===== src/rtl/vga_scanout_160x120.sv =====
// 640x480@60 scanout for a 160x120 3-bit image RAM shown as 4x4 blocks.
// Counter decode, RAM read and output registers form a fixed 2-clk pipeline.
module vga_scanout_160x120 #(
    parameter int H_ACTIVE    = 640,
    parameter int H_FP        = 16,
    parameter int H_SYNC      = 96,
    parameter int H_BP        = 48,
    parameter int V_ACTIVE    = 480,
    parameter int V_FP        = 10,
    parameter int V_SYNC      = 2,
    parameter int V_BP        = 33,
    parameter int SCALE_SHIFT = 2
) (
    input  logic       clk,
    input  logic       reset,
    output logic [7:0] rd_x,
    output logic [6:0] rd_y,
    input  logic [2:0] rd_data,
    output logic [2:0] vga_rgb,
    output logic       vga_hs,
    output logic       vga_vs,
    output logic       vga_blank_n,
    output logic       frame_start
);

    localparam int H_TOTAL = H_ACTIVE + H_FP + H_SYNC + H_BP;
    localparam int V_TOTAL = V_ACTIVE + V_FP + V_SYNC + V_BP;

    localparam logic [9:0] H_LAST   = 10'(H_TOTAL - 1);
    localparam logic [9:0] V_LAST   = 10'(V_TOTAL - 1);
    localparam logic [9:0] H_ACT    = 10'(H_ACTIVE);
    localparam logic [9:0] V_ACT    = 10'(V_ACTIVE);
    localparam logic [9:0] H_HS_BEG = 10'(H_ACTIVE + H_FP);
    localparam logic [9:0] H_HS_END = 10'(H_ACTIVE + H_FP + H_SYNC);
    localparam logic [9:0] V_VS_BEG = 10'(V_ACTIVE + V_FP);
    localparam logic [9:0] V_VS_END = 10'(V_ACTIVE + V_FP + V_SYNC);

    logic [9:0] hcnt_q, hcnt_d;
    logic [9:0] vcnt_q, vcnt_d;

    logic active_p0, hs_p0, vs_p0, fs_p0;
    logic active_p1_q, hs_p1_q, vs_p1_q, fs_p1_q;

    logic [2:0] vga_rgb_q;
    logic       vga_hs_q, vga_vs_q, vga_blank_n_q, frame_start_q;

    always_comb begin
        hcnt_d = hcnt_q + 10'd1;
        vcnt_d = vcnt_q;
        if (hcnt_q == H_LAST) begin
            hcnt_d = '0;
            vcnt_d = (vcnt_q == V_LAST) ? '0 : vcnt_q + 10'd1;
        end
    end

    always_ff @(posedge clk) begin
        if (reset) begin
            hcnt_q <= '0;
            vcnt_q <= '0;
        end else begin
            hcnt_q <= hcnt_d;
            vcnt_q <= vcnt_d;
        end
    end

    // Stage 0: decode counters; blanking addresses pinned to 0 keep the RAM in range
    assign active_p0 = (hcnt_q < H_ACT) && (vcnt_q < V_ACT);
    assign hs_p0     = !((hcnt_q >= H_HS_BEG) && (hcnt_q < H_HS_END));
    assign vs_p0     = !((vcnt_q >= V_VS_BEG) && (vcnt_q < V_VS_END));
    assign fs_p0     = (hcnt_q == '0) && (vcnt_q == '0);

    assign rd_x = active_p0 ? 8'(hcnt_q >> SCALE_SHIFT) : 8'd0;
    assign rd_y = active_p0 ? 7'(vcnt_q >> SCALE_SHIFT) : 7'd0;

    // Stage 1: control delayed to match the RAM's one-cycle read
    always_ff @(posedge clk) begin
        if (reset) begin
            active_p1_q <= 1'b0;
            hs_p1_q     <= 1'b1;
            vs_p1_q     <= 1'b1;
            fs_p1_q     <= 1'b0;
        end else begin
            active_p1_q <= active_p0;
            hs_p1_q     <= hs_p0;
            vs_p1_q     <= vs_p0;
            fs_p1_q     <= fs_p0;
        end
    end

    // Stage 2: output registers, colour forced black outside the visible area
    always_ff @(posedge clk) begin
        if (reset) begin
            vga_rgb_q     <= 3'b000;
            vga_hs_q      <= 1'b1;
            vga_vs_q      <= 1'b1;
            vga_blank_n_q <= 1'b0;
            frame_start_q <= 1'b0;
        end else begin
            vga_rgb_q     <= active_p1_q ? rd_data : 3'b000;
            vga_hs_q      <= hs_p1_q;
            vga_vs_q      <= vs_p1_q;
            vga_blank_n_q <= active_p1_q;
            frame_start_q <= fs_p1_q;
        end
    end

    assign vga_rgb     = vga_rgb_q;
    assign vga_hs      = vga_hs_q;
    assign vga_vs      = vga_vs_q;
    assign vga_blank_n = vga_blank_n_q;
    assign frame_start = frame_start_q;

endmodule


===== config.mk =====
export PLATFORM = sky130hd
export DESIGN_NAME = vga_scanout_160x120
export DESIGN_NICKNAME = d
export VERILOG_FILES = /design/src/rtl/vga_scanout_160x120.sv
export SDC_FILE = /design/constraint.sdc
export NUM_CORES = 1
export LEC_CHECK = 0
export CORE_MARGIN = 2
export CORE_UTILIZATION = 40
export DETAILED_ROUTE_END_ITERATION = 8
export GPL_ROUTABILITY_DRIVEN = 0
export HOLD_SLACK_MARGIN = 0.15
export MAX_ROUTING_LAYER = met4
export PLACE_DENSITY = 0.75
export RECOVER_POWER = 50
export SLEW_MARGIN = 20
export SYNTH_ARGS = -nofsm -noshare
export SYNTH_HDL_FRONTEND = slang
export SYNTH_SLANG_ARGS = --single-unit

===== constraint.sdc =====
create_clock -name clk -period 6.5 [get_ports clk]
set_clock_uncertainty 0.15 [all_clocks]
set_input_delay 0.975 -clock clk [delete_from_list [all_inputs] [get_ports clk]]
set_output_delay 0.975 -clock clk [all_outputs]
set_load 0.05 [all_outputs]

**After elaboration in Yosys (flattened, before gate mapping)**

Index checks and enable logic that the tools add are counted.

- Input port bits: 5
- Bits in latches: 0
- Word-level logic and storage cells: 35
- Bits in read-only memories: 0
- Bits in registers: 31
- Memories kept: 0
- Memory bits (writable): 0

- Reductions and logical operators: 10
- Equality and inequality tests: 2
- Multiplexer cells: 3
- $lt $le $gt $ge: 6
- $mul: 0
- Shift operators: 0
- Bitwise logic cells: 1
- $add $sub $neg: 2
- Divide/modulo/power cells: 0

Operators by type and width:

| operator | number |
|---|---|
| $add A10 B1 Y10 const B | 2 |
| $eq A10 B10 Y1 const B | 2 |
| $logic_not A10 Y1 | 2 |
| $lt A10 B10 Y1 const B | 2 |
| $lt A10 B9 Y1 const B | 2 |
| $ge A10 B10 Y1 const B | 1 |
| $ge A10 B9 Y1 const B | 1 |
| $mux W10 | 1 |
| $mux W8 | 1 |
| $mux W7 | 1 |
| $logic_and A1 B1 Y1 | 4 |
| $reduce_or A2 Y1 | 2 |
| $logic_not A1 Y1 | 2 |
| $not A1 Y1 | 1 |

**Logic depth before layout (Yosys ltp)**

- Depth after elaboration: 3
- Mapped depth: 7
- Mapped depth without buffers: 6

**Worst setup path before layout**

OpenSTA, ideal clock, no wires.

- Kind: register to output
- Start: register hcnt_q[7]
- End: output port rd_x[3]
- Buffers on the path: 1
- Setup slack: 3.617 ns
- Stages on the path, launching flop included: 5
- Arrival: 1.758 ns
- Cells stage by stage: dfxtp_1 -> or2_2 -> a221oi_1 -> clkbuf_1 -> and2_1

- Cells in the longest elaborated chain, start to end: 3

RTL lines:

| element | RTL line | text |
|---|---|---|
| start: declaration | 38 | `logic [9:0] hcnt_q, hcnt_d;` |
| start signal: assignment | 61 | `hcnt_q <= hcnt_d;` |
| $lt A10 B10 Y1 | 67 | `assign active_p0 = (hcnt_q < H_ACT) && (vcnt_q < V_ACT);` |
| $logic_and A1 B1 Y1 | 67 |  |
| $mux W8 | 72 | `assign rd_x = active_p0 ? 8'(hcnt_q >> SCALE_SHIFT) : 8'd0;` |
| end: declaration | 16 | `output logic [7:0] rd_x,` |

Every way passes these cells.

**Worst setup path in the final report**

- Start: register hcnt_q[7]
- End: output port rd_y[2]

- Cells in the longest elaborated chain, start to end: 3

RTL lines:

| element | RTL line | text |
|---|---|---|
| $lt A10 B10 Y1 | 67 |  |
| $logic_and A1 B1 Y1 | 67 |  |
| $mux W7 | 73 | `assign rd_y = active_p0 ? 7'(vcnt_q >> SCALE_SHIFT) : 7'd0;` |
| end: declaration | 17 | `output logic [6:0] rd_y,` |

Every way passes these cells.

==> results.toml <==
[run_status]
status = "complete, no violations"

[worst_setup_path]
cp_slowest_cell = "clkdlybuf4s50_1"
cp_top_family = "buffers and inverters"
r2r-start = "hcnt_q[0]"
crit_fanout = 13
start_kind = "register"
max_stage_delay_ns = 0.80
critical_path_buf_inv_count = 2
cp.arrival_ns = 2.81
worst-setup-path-type = "reg2out"
cp_num_cells = 5
r2r_end = "vcnt_q[0]"
reg2reg_slack_ns = 4.03
critPathLaunch = "hcnt_q[7]"
end_kind = "output pin"
endpoint = "rd_y[2]"
cp_cell_sequence = "or2_2 > a221oi_1 > clkbuf_1 > and2_1 > clkdlybuf4s50_1"
cp_data_required_time_ns = 5.37
rr_worst_depth = 5

[place]
io_buffers = 26
dpl.hpwl_mm = 2.008

[logic_synthesis]
synth-seq-cells = 31
syn_inst = 165
yosysWarnings = 0
synth_area_mm2 = 0.001438
syn_nets = 174
syn_area_per_cell_um2 = 8.713
synth_cell_types = 32
yosysSeqAreaShare_pct = 43.17

[timing]
rsz0062_at_grt = "no"
drv_slew = 0
finalSetupViolCount = 0
fin_tns_setup_ns = 0
post-route-period-util_pct = 60.54
worstMarginPinSlew_ns = 0.6737
relSlewSlack_pct = 55.00
hold_viol = 0
period_needed_ns = 3.935
fmax_mhz = 254.1

[die]
start_util_pct = 42.41
core_mm2 = 0.003390
io_pins = 27
die_x_um = 63.95
dieArea_mm2 = 0.004090
die-height_um = 63.95
rows = 21

[cts]
cts_setup_buffers = 0
ctsHoldBuffers = 0
cts.reportedPaths.clkPinSlew_ns = 0.09
cts-buffers-inserted = 5
htree_levels = 2
ctsResizeCount = 0
clkSinkCount = 31
cts_buffer_depth = 2
tritoncts = "done"
root_buffer = "clkbuf_4"
clock_latency_ns = 0.33

[global_routing]
grt_usage_pct = 16.33
grt_pass1_wl_mm = 5.092
antenna_found_initial = 0
first_global_vias = 1094
grt_max_degree = 15
grt_overflow_total = 0

[detailed_routing]
wl_per_cell_um = 12.11
drt_drc_violations_left = 0
first_iter_violations = 39
routed_via_density = 5.046
antenna_left = 0
num_vias = 1206
dr.pass1.iters = 4
wl_mm = 2.895

[final_layout]
nets = 201
diodes = 0
utilization_pct = 53.38
areaGrowthSynthToFinish_pct = 25.85
drive_gt1_share_pct = 5.699

[min_path]
hp-class = "reg2reg"

[pwr]
vdd_drop_max_v = 0.0001088
power_density_mw_per_mm2 = 207.1
leakage_nw = 0.6370

[flow_run]
drv.max_cap_violation_count = 0
[cell type report]
type                    instances  area (um2)
multi-input cells             120       754.5
clock inverters                 2       35.03
well taps                      46       57.56
flip-flops and latches         31       620.6
fillers                       326        1580
inverters                       7       26.28
clock buffers                   6       51.30
repair buffers                 27       264.0
[cell families (layout without fill, tap and decap cells)]
group	Yosys count	after routing	share of synthesized area (%)
AND/OR/NAND/NOR	92	92	36.03
flip-flops	31	31	43.17
buffers and inverters	14	42	4.352
XOR/XNOR	13	13	7.920
AO/OA/AOI/OAI	10	10	4.352
adder cells (fa/ha/maj)	4	4	3.481
multiplexers	1	1	0.6963
[flip-flops by register name, summed over array words and instances, names as in the netlist]
| register | flops |
|---|---|
| hcnt_q | 10 |
| vcnt_q | 10 |
| vga_rgb | 3 |
| active_p1_q | 1 |
| frame_start | 1 |
| fs_p1_q | 1 |
| hs_p1_q | 1 |
| vga_blank_n | 1 |
| vga_hs | 1 |
| vga_vs | 1 |
| vs_p1_q | 1 |
[metrics by stage]
step | worst slack, ns | cell area (um2) | power (mW) | cells | hold WS, ns
2_1_floorplan | 3.617 | 1438 | 0.2154 | 165 | 0.2395
3_3_place_gp | 3.199 | 1727 | 0.2236 | 231 | 0.2417
3_5_place_dp | 3.088 | 1727 | 0.2238 | 231 | 0.2475
4_1_cts | 2.711 | 1813 | 0.3802 | 239 | 0.2704
5_1_grt | 2.300 | 1809 | 0.3941 | 239 | 0.2858
6_report | 2.565 | 1809 | 0.3746 | 239 | 0.2672
[worst min-delay path by stage]
| stage | start | endpoint | cells past startpoint |
|---|---|---|---|
| 3_3_place_gp | vs_p1_q | vga_vs | 1 |
| 3_5_place_dp | hs_p1_q | vga_hs | 1 |
| 5_1_grt | vs_p1_q | vga_vs | 1 |
| 4_1_cts | vs_p1_q | vga_vs | 1 |
| 6_report | vs_p1_q | vga_vs | 1 |
| 2_1_floorplan | hs_p1_q | vga_hs | 1 |
[where the power goes]
group          leakage [nW]  internal (mW)  switching (mW)
Sequential            0.252          0.194         0.00271
Combinational         0.337        0.00907          0.0135
Clock                0.0482         0.0908          0.0647
[placed cells by master (no fill, tap or decap), drive strengths merged]
cell,netlist,routed
a21oi,5,5
a221oi,1,1
and2,18,18
and3,2,2
and4,1,1
bufinv,0,1
clkbuf,6,7
clkdlybuf4s50,0,25
clkinv,0,1
dfxtp,31,31
dlygate4sd3,0,1
ha,4,4
inv,7,7
mux2i,1,1
nand2,6,6
nand2b,3,3
nand3,11,11
nand4,4,4
nand4b,2,2
nor2,17,17
nor2b,4,4
nor3,4,4
nor4,6,6
nor4bb,1,1
o21ai,1,1
o21bai,1,1
o31ai,1,1
o41ai,1,1
or2,3,3
or3,5,5
or3b,1,1
or4,4,4
xnor2,9,9
xor2,4,4
[synth_stat cells]
master	number	area share, %
or3_1	5	2.2
xor2_1	4	2.4
nand3_1	11	3.8
ha_1	4	3.5
nor2_1	17	4.4
nand2_1	6	1.6
or3b_1	1	0.61
buf_6	1	0.78
or4_1	4	2.1
inv_1	7	1.8
nor4bb_1	1	0.70
a21oi_1	5	1.7
nand4_1	4	1.7
o21ai_0	1	0.35
nand2b_1	3	1.3
and3_1	2	0.87
and2_1	18	7.8
mux2i_1	1	0.70
o21bai_1	1	0.52
nor2b_1	4	1.7
and4_1	1	0.61
dfxtp_1	31	43
or2_2	3	1.3
xnor2_1	9	5.5
nand4b_1	2	1.2
clkbuf_2	2	0.70
a221oi_1	1	0.61
o31ai_1	1	0.52
nor3_1	4	1.4
nor4_1	6	2.6
clkbuf_1	4	1.0
o41ai_1	1	0.61
[per-layer routing]
layer,part of all wire [%],GRT usage (%)
met5,0,-
met4,1.5,8.152
met3,5.3,4.225
met2,45,24.09
met1,48,20.64
Power figures use the tool's default switching activity.
